File: config.mk
export PLATFORM = sky130hd
export DESIGN_NAME = bcd_to_bin_seq
export DESIGN_NICKNAME = d
export VERILOG_FILES = /design/src/rtl/bcd_to_bin_seq.sv
export SDC_FILE = /design/constraint.sdc
export NUM_CORES = 1
export LEC_CHECK = 0
export BUFFER_PORTS_ARGS = -buffer_cell sky130_fd_sc_hd__buf_2
export CAP_MARGIN = 20
export CELL_PAD_IN_SITES_DETAIL_PLACEMENT = 0
export CELL_PAD_IN_SITES_GLOBAL_PLACEMENT = 2
export CORE_UTILIZATION = 35
export CTS_CLUSTER_SIZE = 8
export DETAILED_ROUTE_END_ITERATION = 7
export PLACE_DENSITY = 0.77
export REMOVE_ABC_BUFFERS = 1
export SYNTH_ARGS = -nofsm -noshare
export SYNTH_HDL_FRONTEND = slang
export SYNTH_SLANG_ARGS = --single-unit
File: constraint.sdc
create_clock -name clk -period 1.5 [get_ports clk]
set_input_delay 0.225 -clock clk [delete_from_list [all_inputs] [get_ports clk]]
set_output_delay 0.225 -clock clk [all_outputs]
set_load 0.02 [all_outputs]
File: src/rtl/bcd_to_bin_seq.sv
// Sequential BCD-to-binary converter using reverse double-dabble, one step per clock.
// Optional macro BCD_DIGIT_CHECK_EN rejects inputs with any nibble above 9 (err=1, no conversion).
module bcd_to_bin_seq #(
  parameter int DIGITS = 4,
  parameter int BIN_W  = 14
) (
  input  logic                  clk,
  input  logic                  rst_n,
  input  logic                  start,
  input  logic [4*DIGITS-1:0]   bcd_in,
  output logic                  busy,
  output logic                  done,
  output logic [BIN_W-1:0]      bin_out,
  output logic                  err
);

  localparam int BCD_W = 4 * DIGITS;
  localparam int SR_W  = BCD_W + BIN_W;
  localparam int CNT_W = $clog2(BIN_W + 1);
  localparam logic [CNT_W-1:0] LAST_CNT = CNT_W'(BIN_W - 1);

  typedef enum logic [0:0] {IDLE = 1'b0, CONV = 1'b1} state_t;

  state_t             state_q, state_d;
  logic [SR_W-1:0]    sr_q, sr_d;
  logic [CNT_W-1:0]   cnt_q, cnt_d;
  logic               busy_q, busy_d;
  logic               done_q, done_d;
  logic [BIN_W-1:0]   bin_q, bin_d;
  logic               err_q, err_d;

  // Shift right, then pull every BCD nibble that reached >=8 back down by 3 (no inter-nibble borrow).
  function automatic logic [SR_W-1:0] dabble_step(input logic [SR_W-1:0] sr);
    logic [SR_W-1:0] s;
    s = sr >> 1;
    for (int i = 0; i < DIGITS; i++) begin
      if (s[BIN_W + 4*i + 3]) begin
        s[BIN_W + 4*i +: 4] = s[BIN_W + 4*i +: 4] - 4'd3;
      end else begin
        s[BIN_W + 4*i +: 4] = s[BIN_W + 4*i +: 4];
      end
    end
    return s;
  endfunction

`ifdef BCD_DIGIT_CHECK_EN
  function automatic logic has_bad_digit(input logic [BCD_W-1:0] b);
    logic bad;
    bad = 1'b0;
    for (int i = 0; i < DIGITS; i++) begin
      if (b[4*i +: 4] > 4'd9) begin
        bad = 1'b1;
      end else begin
        bad = bad;
      end
    end
    return bad;
  endfunction
`endif

  // Next-state and registered-output computation.
  always_comb begin
    state_d = state_q;
    sr_d    = sr_q;
    cnt_d   = cnt_q;
    busy_d  = busy_q;
    done_d  = 1'b0;
    bin_d   = bin_q;
    err_d   = err_q;
    case (state_q)
      IDLE: begin
        busy_d = 1'b0;
        if (start) begin
`ifdef BCD_DIGIT_CHECK_EN
          if (has_bad_digit(bcd_in)) begin
            bin_d  = '0;
            err_d  = 1'b1;
            done_d = 1'b1;
          end else begin
            sr_d    = {bcd_in, {BIN_W{1'b0}}};
            cnt_d   = '0;
            state_d = CONV;
            busy_d  = 1'b1;
          end
`else
          sr_d    = {bcd_in, {BIN_W{1'b0}}};
          cnt_d   = '0;
          state_d = CONV;
          busy_d  = 1'b1;
`endif
        end else begin
          state_d = IDLE;
        end
      end
      CONV: begin
        sr_d  = dabble_step(sr_q);
        cnt_d = cnt_q + 1'b1;
        if (cnt_q == LAST_CNT) begin
          bin_d   = sr_d[BIN_W-1:0];
          err_d   = 1'b0;
          done_d  = 1'b1;
          busy_d  = 1'b0;
          state_d = IDLE;
        end else begin
          busy_d = 1'b1;
        end
      end
      default: begin
        state_d = IDLE;
        busy_d  = 1'b0;
      end
    endcase
`ifndef BCD_DIGIT_CHECK_EN
    err_d = 1'b0;
`endif
  end

  // State and output registers.
  always_ff @(posedge clk or negedge rst_n) begin
    if (!rst_n) begin
      state_q <= IDLE;
      sr_q    <= '0;
      cnt_q   <= '0;
      busy_q  <= 1'b0;
      done_q  <= 1'b0;
      bin_q   <= '0;
      err_q   <= 1'b0;
    end else begin
      state_q <= state_d;
      sr_q    <= sr_d;
      cnt_q   <= cnt_d;
      busy_q  <= busy_d;
      done_q  <= done_d;
      bin_q   <= bin_d;
      err_q   <= err_d;
    end
  end

  assign busy    = busy_q;
  assign done    = done_q;
  assign bin_out = bin_q;
  assign err     = err_q;

endmodule

==> results.yml <==
routing:
  firstDrtPassIters: 4
  antenna_left: 0
  wl_per_cell_um: 12.3
  drcViolationCount: 0
  via_count: 1581
  wl_um: 4170
  via_per_inst: 4.65
  top_layer_used: "met4"
  wl_met2_um: 1880
  wl_met1_um: 2070
  drt-initial-drc-count: 93
  route.met3.wl_um: 153
floorplan:
  fp.coreArea_um2: 6310
  initial_utilization_pct: 36.1
  die_h_um: 82.7
  die_area_um2: 6830
  ioPinCount: 36
  rows: 29
  fp.dieW_um: 82.7
critical_path:
  start_kind: "flip-flop"
  criticalPathCategory: "reg2out"
  worstPathArrival_ns: 1.07
  endpoint_kind: "primary output"
  required_ns: 1.27
  cp_max_fo: 33
sta:
  fin_crit_sh_pct: 86.6
  fmax_ghz: 0.769
  finalSetupViolCount: 0
  finalHoldViolations: 0
  report.final.slew_viol_count: 0
  whs_ns: 0.163
  rsz0062_at_grt: "no"
  post-route-min-period_ns: 1.30
  skew_ns: 0.00801
logic_synthesis:
  yosysMostFrequentCell: "nand2_1"
  synth_top_cell_by_area: "dfrtp_1"
  synth_area_leaders: "dfrtp_1, nand2_1, mux2i_1"
  ys_async_sr_fraction_pct: 100
  synth-edff-count: 0
  yosysWarnings: 0
  ys_seq_area_share_pct: 53.8
  netlist.area_leader.share_pct: 53.8
  ys_ff_latch: 49
  ys.flop_type: "dfrtp_1"
  synth_commonest_cells: "nand2_1, dfrtp_1, o21ai_0, mux2i_1, nand2b_1"
  synth.avg_cell_area_um2: 10.1
  netlist_area_um2: 2280
  synth.distinct_cells: 27
  netlist_instances: 226
global_routing:
  track_usage_pct: 14.2
  antenna_found_initial: 0
  grt_pass1_vias: 1539
  grt_pass1_wl_um: 7250
  grt_max_degree: 39
  overflow: 0
cells_and_area:
  nets: 286
  diodes: 0
  fin_area_um2: 2660
  synthToLayoutAreaGrowth_pct: 16.8
  drive_above_1_share_pct: 20.2
  num-fill-cells: 670
  layout.cells.non_filler: 340
placement:
  place_area_um2: 2530
  portBuffers: 34
  dp_cells: 330
  dpl.hpwl_um: 2670
  routabilityCongestion: 0.682
hold_path:
  hold_class: "in2reg"
cts:
  cts_made_buffers: 5
  clock-sinks: 49
  cts_htree_levels: 2
  ctsLongestPathBuffers: 2
  root_buffer: "clkbuf_8"
  path_clk_slew_ns: 0.09
  clock_latency_ns: 0.31
  post_cts_resize_count: 0
  cts_tree: "yes"
job:
  cap_violations: 0
power:
  p_leak_nw: 1.33
  ir_drop_mv: 0.828
  power_mw: 5.23
  power-per-cell-area_nw_per_um2: 1960
run_status:
  status: "complete, no violations"
flip-flops by register name, summed over array words and instances, names as in the netlist:
| signal | count |
|---|---|
| busy | 1 |
| sr_q | 29 |
| cnt_q | 4 |
| bin_out | 14 |
| done | 1 |
critical path: stages (launching register included):
cell and delay, ns:
dfrtp_2 0.43, buf_12 0.17, buf_2 0.16
logic make-up (layout without fill, tap and decap cells):
family	Yosys count	count (layout)	synth area share, %
mux	14	14	6.15
flops	49	49	53.8
simple gates	93	93	18.8
other cells	1	1	0.165
fa+ha+maj	5	5	2.75
xor+xnor	8	8	3.08
compound gates	40	40	10.1
buf+inv	16	53	5.11
repair_timing:
action | 4_1_cts | 5_1_grt
hold endpoints to repair | 49 | 0
setup buffers | 1 | 0
hold buffers | 1 | 0
setup endpoints to repair | 1 | 0
placed cells by master (no fill, tap or decap):
| master | Yosys | final |
|---|---|---|
| buf_2 | 5 | 34 |
| a22o_1 | 2 | 2 |
| nor2b_1 | 9 | 9 |
| inv_1 | 1 | 1 |
| clkbuf_8 | 0 | 5 |
| clkinv_4 | 0 | 1 |
| xnor2_1 | 4 | 4 |
| dfrtp_2 | 0 | 1 |
| o21ai_0 | 18 | 18 |
| buf_4 | 4 | 5 |
| mux2i_1 | 14 | 14 |
| nor2_1 | 3 | 3 |
| conb_1 | 1 | 1 |
| buf_12 | 0 | 3 |
| o31ai_1 | 1 | 1 |
| clkinvlp_4 | 0 | 1 |
| clkinv_2 | 1 | 1 |
| o22ai_1 | 3 | 3 |
| nand3_1 | 1 | 1 |
| bufinv_16 | 0 | 1 |
| nand4_4 | 1 | 1 |
| nand2_1 | 64 | 64 |
| dlygate4sd3_1 | 0 | 1 |
| nand2b_1 | 14 | 14 |
| dfrtp_1 | 49 | 48 |
| xor2_1 | 4 | 4 |
| a21oi_1 | 9 | 9 |
| ha_1 | 5 | 5 |
| a211oi_1 | 6 | 6 |
| or2b_1 | 1 | 1 |
| o21ai_1 | 1 | 1 |
through the flow:
stage,setup slack (ns),setup TNS (ns),util (%)
floorplan,-0.623,-15.59,-
global placement,0.265,0,40.0
detailed placement,0.231,0,40.0
CTS,0.186,0,42.1
global route,0.116,0,42.1
finish,0.200,0,42.1
final timing paths:
kind | cells past startpoint | endpoint | startpoint | slack [ns]
worst max register to register | 5 | bin_out[0]$_DFFE_PN0P_ | cnt_q[0]$_DFFE_PN0P_ | 0.23
worst min register to register | 2 | bin_out[3]$_DFFE_PN0P_ | bin_out[3]$_DFFE_PN0P_ | 0.48
min in group asynchronous | 3 | bin_out[6]$_DFFE_PN0P_ | rst_n | 0.41
worst min-delay path | 3 | sr_q[29]$_DFFE_PN0P_ | bcd_in[15] | 0.16
max in group asynchronous | 3 | busy$_DFF_PN0_ | rst_n | 0.89
worst max-delay path | 2 | busy | busy$_DFF_PN0_ | 0.20
power breakdown:
group	internal, mW	total [mW]	switching (mW)	leakage (nW)
clock	0.500	0.969	0.469	0.0543
combinational	0.882	1.91	1.02	0.651
sequential	1.89	2.35	0.463	0.620
metal layers:
| layer | vias to the layer above | GRT usage (%) |
|---|---|---|
| li1 | 812 | - |
| met1 | 731 | 18.6 |
| met2 | 31 | 22.3 |
| met3 | 7 | 3.85 |
| met4 | 0 | 5.17 |
| met5 | - | 0 |
area by class of cell:
cell class	count	area, µm²	share of cell area, %
clock inverters	3	46.3	1.74
clock buffers	5	68.8	2.59
repair buffers	43	278	10.4
inverters	2	8.76	0.329
flip-flops and latches	49	1230	46.1
well taps	77	96.3	3.62
multi-input cells	161	935	35.1
(Power assumes the default switching activity.)
